### src/rtl/sha1_pkg.sv
// Shared constants and round helpers for the SHA-1 round engine.
// Controller state encoding, round constants, IV words and f-function selection.
package sha1_pkg;

    localparam logic [1:0] ST_RESET   = 2'b00;
    localparam logic [1:0] ST_INIT    = 2'b01;
    localparam logic [1:0] ST_COMPUTE = 2'b10;
    localparam logic [1:0] ST_FINISH  = 2'b11;

    localparam logic [31:0] K0 = 32'h5A827999;
    localparam logic [31:0] K1 = 32'h6ED9EBA1;
    localparam logic [31:0] K2 = 32'h8F1BBCDC;
    localparam logic [31:0] K3 = 32'hCA62C1D6;

    localparam logic [31:0] IV0 = 32'h67452301;
    localparam logic [31:0] IV1 = 32'hEFCDAB89;
    localparam logic [31:0] IV2 = 32'h98BADCFE;
    localparam logic [31:0] IV3 = 32'h10325476;
    localparam logic [31:0] IV4 = 32'hC3D2E1F0;

    localparam logic [6:0] ROUNDS = 7'd80;
    localparam logic [6:0] T_IDLE = 7'd81;

    function automatic logic [31:0] rol1(input logic [31:0] x);
        return {x[30:0], x[31]};
    endfunction

    function automatic logic [31:0] rol5(input logic [31:0] x);
        return {x[26:0], x[31:27]};
    endfunction

    function automatic logic [31:0] rol30(input logic [31:0] x);
        return {x[1:0], x[31:2]};
    endfunction

    // Ch for rounds 0-19, Maj for 40-59, Parity elsewhere.
    function automatic logic [31:0] f_func(input logic [6:0] t, input logic [31:0] b,
                                           input logic [31:0] c, input logic [31:0] d);
        if (t < 7'd20)      return (b & c) | (~b & d);
        else if (t < 7'd40) return b ^ c ^ d;
        else if (t < 7'd60) return (b & c) | (b & d) | (c & d);
        else                return b ^ c ^ d;
    endfunction

    function automatic logic [31:0] k_of(input logic [6:0] t);
        if (t < 7'd20)      return K0;
        else if (t < 7'd40) return K1;
        else if (t < 7'd60) return K2;
        else                return K3;
    endfunction

endpackage

### src/rtl/sha1_msg_schedule.sv
// SHA-1 message schedule: a 16-word shift buffer that always holds W_t..W_t+15,
// so W_t is simply the head word and each advance appends W_t+16.
module sha1_msg_schedule
    import sha1_pkg::*;
(
    input  logic         clk,
    input  logic         reset,
    input  logic         load,
    input  logic [511:0] block_in,
    input  logic         advance,
    output logic [31:0]  w_t
);

    logic [31:0] w_buf [16];
    logic [31:0] w_new;

    // Relative to the head word t: t+13, t+8, t+2, t give W_t+16.
    assign w_new = rol1(w_buf[13] ^ w_buf[8] ^ w_buf[2] ^ w_buf[0]);
    assign w_t   = w_buf[0];

    always_ff @(posedge clk or posedge reset) begin
        if (reset) begin
            for (int i = 0; i < 16; i++) w_buf[i] <= '0;
        end else if (load) begin
            for (int i = 0; i < 16; i++) w_buf[i] <= block_in[511 - 32*i -: 32];
        end else if (advance) begin
            for (int i = 0; i < 15; i++) w_buf[i] <= w_buf[i+1];
            w_buf[15] <= w_new;
        end
    end

endmodule

### src/rtl/sha1_round_engine.sv
// SHA-1 compression datapath driven by the controller state; one round per clock.
// Optional SHA1_CHAIN_EN adds the chain input for multi-block messages.
module sha1_round_engine
    import sha1_pkg::*;
(
    input  logic         clk,
    input  logic         reset,
    input  logic [1:0]   state,
    input  logic [511:0] block_in,
`ifdef SHA1_CHAIN_EN
    input  logic         chain,
`endif
    output logic [159:0] digest_out,
    output logic         done,
    output logic [6:0]   round_idx
);

    logic [31:0] a, b, c, d, e;
    logic [31:0] h0, h1, h2, h3, h4;
    logic [6:0]  t_q;
    logic        done_q;
    logic [31:0] w_t;
    logic [31:0] temp;
    logic        use_chain;
    logic        sched_load;
    logic        sched_advance;

`ifdef SHA1_CHAIN_EN
    assign use_chain = chain;
`else
    assign use_chain = 1'b0;
`endif

    assign sched_load    = (state == ST_INIT);
    assign sched_advance = (state == ST_COMPUTE) && (t_q < ROUNDS);

    sha1_msg_schedule u_sched (
        .clk      (clk),
        .reset    (reset),
        .load     (sched_load),
        .block_in (block_in),
        .advance  (sched_advance),
        .w_t      (w_t)
    );

    always_comb begin
        temp = rol5(a) + f_func(t_q, b, c, d) + e + k_of(t_q) + w_t;
    end

    always_ff @(posedge clk or posedge reset) begin
        if (reset) begin
            {a, b, c, d, e}      <= '0;
            {h0, h1, h2, h3, h4} <= '0;
            t_q    <= '0;
            done_q <= 1'b0;
        end else begin
            case (state)
                ST_RESET: begin
                    t_q    <= '0;
                    done_q <= 1'b0;
                end
                ST_INIT: begin
                    t_q    <= '0;
                    done_q <= 1'b0;
                    if (use_chain) begin
                        // Continue from the previous block's digest.
                        {a, b, c, d, e} <= {h0, h1, h2, h3, h4};
                    end else begin
                        {h0, h1, h2, h3, h4} <= {IV0, IV1, IV2, IV3, IV4};
                        {a, b, c, d, e}      <= {IV0, IV1, IV2, IV3, IV4};
                    end
                end
                ST_COMPUTE: begin
                    if (t_q < ROUNDS) begin
                        e   <= d;
                        d   <= c;
                        c   <= rol30(b);
                        b   <= a;
                        a   <= temp;
                        t_q <= t_q + 7'd1;
                    end else if (t_q == ROUNDS) begin
                        h0     <= h0 + a;
                        h1     <= h1 + b;
                        h2     <= h2 + c;
                        h3     <= h3 + d;
                        h4     <= h4 + e;
                        done_q <= 1'b1;
                        t_q    <= T_IDLE;
                    end
                end
                default: ; // FINISH: everything holds
            endcase
        end
    end

    assign digest_out = {h0, h1, h2, h3, h4};
    assign done       = done_q;
    assign round_idx  = t_q;

endmodule

### config.mk
export PLATFORM = sky130hd
export DESIGN_NAME = sha1_round_engine
export DESIGN_NICKNAME = d
export VERILOG_FILES = /design/src/rtl/sha1_pkg.sv /design/src/rtl/sha1_msg_schedule.sv /design/src/rtl/sha1_round_engine.sv
export SDC_FILE = /design/constraint.sdc
export NUM_CORES = 2
export LEC_CHECK = 0
export BUFFER_PORTS_ARGS = -buffer_cell sky130_fd_sc_hd__buf_2
export CAP_MARGIN = 10
export CELL_PAD_IN_SITES_DETAIL_PLACEMENT = 1
export CELL_PAD_IN_SITES_GLOBAL_PLACEMENT = 1
export CORE_ASPECT_RATIO = 2
export CORE_MARGIN = 4
export CORE_UTILIZATION = 45
export DETAILED_ROUTE_END_ITERATION = 10
export PLACE_DENSITY_LB_ADDON = 0.1
export SLEW_MARGIN = 40
export SYNTH_ARGS = -nofsm -noshare
export SYNTH_HDL_FRONTEND = slang
export SYNTH_SLANG_ARGS = --single-unit
### constraint.sdc
create_clock -name clk -period 31 [get_ports clk]
set_input_delay 1.55 -clock clk [delete_from_list [all_inputs] [get_ports clk]]
set_output_delay 1.55 -clock clk [all_outputs]
set_load 0.1 [all_outputs]
==> results.sh <==
export IMPL_outcome="complete, no violations"
export IMPL_synthTopCellsByArea="dfrtp_1 (43%), mux2i_1 (10%), o21ai_0 (6.9%)"
export IMPL_crit_family="compound AO/OA/AOI/OAI gates"
export IMPL_p_per_area_nw_per_um2=102
export IMPL_vias=40600
export IMPL_setup_tns_final_ps=0
export IMPL_worst_path_max_delay_cell="a41oi_1"
export IMPL_drt_initial_drc_count=2486
export IMPL_grt_antenna_before_repair=32
export IMPL_cp_end_kind="flip-flop"
export IMPL_arrival_ps=8340
export IMPL_cts_sinks=840
export IMPL_mostFrequentLayoutCells="dfrtp_1 (840), nand2_1 (702), buf_2 (683)"
export IMPL_synth_edf_count=0
export IMPL_synth_async_reset_ratio=1.00
export IMPL_cp_startpoint="round_idx[4]$_DFFE_PP0P_"
export IMPL_fmax_mhz=129
export IMPL_drcViolationCount=0
export IMPL_detail_route_wl_per_cell_um=26.4
export IMPL_ctsHoldBuffers=0
export IMPL_layout_min_cycle_time_ps=7760
export IMPL_boundaryPins=684
export IMPL_top_layer="met5"
export IMPL_cts_tree="done"
export IMPL_worstPathRequired_ps=31580
export IMPL_cap_violations=0
export IMPL_slowest_delay_ps=680
export IMPL_rows=170
export IMPL_dr_wl_met2_um=92200
export IMPL_synth_seq_cells=840
export IMPL_die_w_um=240
export IMPL_setup_viol=0
export IMPL_cts_max_path_buffers=3
export IMPL_place_hpwl_um=144000
export IMPL_crit_chain="a41oi_1, nand2_1, buf_4, nand2_1, buf_4, clkinv_1, a221oi_1, fa_1, fa_1, fa_1, inv_1, ha_1, inv_1, fa_1, nand2b_1, a21oi_1, o21ai_0, a21oi_1, o31ai_4, a211oi_1, o311ai_1, a21oi_1, nor3_1, o32ai_1"
export IMPL_avgSynthCellArea_um2=9.64
export IMPL_core_um2=107000
export IMPL_r2r_end="a[23]$_DFFE_PP0P_"
export IMPL_port_buffers=683
export IMPL_reg2reg_depth=24
export IMPL_hold_viol_final=0
export IMPL_grt_max_degree=224
export IMPL_layout_commonest_cell="dfrtp_1"
export IMPL_yosys_warnings=0
export IMPL_h_tree_depth=3
export IMPL_whs_path_depth=2
export IMPL_ant_nets=0
export IMPL_cts_resized=0
export IMPL_first_pass_iters=5
export IMPL_cp_start_kind="flip-flop"
export IMPL_nets=6433
export IMPL_irDropWorstVdd_mv=0.0549
export IMPL_root_buffer="clkbuf_16"
export IMPL_die_y_um=473
export IMPL_drive_gt1_frac=0.165
export IMPL_finalPower_mw=5.74
export IMPL_start_util=0.454
export IMPL_hold_start="h2[13]$_DFFE_PP0P_"
export IMPL_grt_pass1_vias=43300
export IMPL_r2r_setup_slack_ps=23240
export IMPL_rsz0062_at_grt="no"
export IMPL_critPathBufInv=5
export IMPL_power_leakage_nw=27.6
export IMPL_hold_class="flip-flop to flip-flop"
export IMPL_insertion_delay_ps=690
export IMPL_maxSlewViolCount=0
export IMPL_grt_pass1_wl_um=276000
export IMPL_clk_pin_slew_ps=70
export IMPL_place_congestion=0.943
export IMPL_netlist_area_leader_share=0.432
export IMPL_synthCells=5042
export IMPL_critPathMostFrequentCell="fa_1"
export IMPL_synthFlopType="dfrtp_1"
export IMPL_drt_wl_total_um=186000
export IMPL_yosys_area_top_type="dfrtp_1"
export IMPL_grt_ovfl_total=0
export IMPL_relSlewSlack=0.396
export IMPL_synth_seq_area_share=0.432
export IMPL_path_class="flip-flop to flip-flop"
export IMPL_synth_fp_nets=5879
export IMPL_met3_length_um=8670
export IMPL_syn_to_final_growth_pct=16.0
export IMPL_groute_usage_overall=0.323
export IMPL_synth_cell_type_count=94
export IMPL_crit_path_max_fanout=18
export IMPL_vias_per_cell=5.76
export IMPL_cts_setup_buffers=0
export IMPL_met1Wirelength_um=70300
export IMPL_r2r_start="round_idx[4]$_DFFE_PP0P_"
export IMPL_min_period_over_period=0.250
export IMPL_syn_cell_area_um2=48600
export IMPL_whs_endpoint="h2[13]$_DFFE_PP0P_"
export IMPL_max_slew_worst_pin_slew_ps=906
export IMPL_die_area_um2=114000
export IMPL_skew_ps=18.7
export IMPL_cts_buffers=83
[sequential cells by signal, indices dropped and copies added (netlist names)]
register and flops:
u_sched.w_t 32, h4 32, a 32, h0 32
u_sched.w_buf 480, h3 32, e 32, d 32
b 32, c 32, done 1, round_idx 7
h2 32, h1 32
[logic make-up after synthesis]
family | count (synthesis) | synth area share
muxes | 491 | 0.101
xor gates and xnor gates | 259 | 0.0467
buffers and inverters | 541 | 0.0427
adders and majority gates | 321 | 0.102
DFF | 840 | 0.432
and+or+nand+nor | 1175 | 0.101
AOI/OAI and AO/OA | 1415 | 0.175
[layout make-up]
type                       count  area (µm²)
sequential                   840       21000
clock buffer                 112        2400
clock inverter                36         520
tap                         1376        1720
fill                       12200       50800
inverter                     277        1050
antenna                       19        47.5
timing repair buffer         733        4050
multi-input combinational   3661       25600
[synth_stat cells (43+ instances only)]
master and instances:
o21ai_0 671, dfrtp_1 840, nand2_1 704, fa_1 125, inv_1 274, o22a_1 43, a21oi_1 302, a22o_1 49
a21o_1 68, xnor2_1 176, clkbuf_1 207, nor2_1 271, mux2i_1 490, xor2_1 83, ha_1 196
[worst max-delay path by stage]
stage,slack (ps),cells after the start,end
final,23240,24,a[23]$_DFFE_PP0P_
after global routing,22680,24,a[23]$_DFFE_PP0P_
after CTS,23300,24,a[23]$_DFFE_PP0P_
after detailed placement,23320,24,a[23]$_DFFE_PP0P_
after global placement,23550,24,a[23]$_DFFE_PP0P_
after floorplan,5850,1,a[0]$_DFFE_PP0P_
[metrics by stage]
stage	cell area, µm²	worst slack [ps]	util	hold WS, ps	instances
finish	56400	23240	0.526	509	7054
global route	56400	22680	0.526	538	7050
floorplan	48600	5850	-	513	5042
detailed placement	53300	23320	0.497	500	6882
global placement	53200	23550	0.496	486	6878
CTS	56200	23300	0.525	516	7030
[worst register-to-register path, delay by kind of cell (launching register included)]
family                     cells  cell delay [ps]
buffers and inverters          5             1300
AOI/OAI and AO/OA             10             3270
adders and majority gates      5             2120
DFF                            1              490
and+or+nand+nor                4              480
[power by group]
part	switching (mW)	leakage, nW	internal (mW)
sequential	0.321	10.1	1.32
combinational	1.88	16.0	1.10
clock	0.475	1.44	0.638
total	2.68	27.6	3.06
[per-layer routing]
metal | up-vias | GRT usage
li1 | 18600 | -
met1 | 20400 | 0.377
met2 | 1221 | 0.548
met3 | 386 | 0.0436
met4 | 18 | 0.220
met5 | - | 0
(Power assumes the default switching activity.)
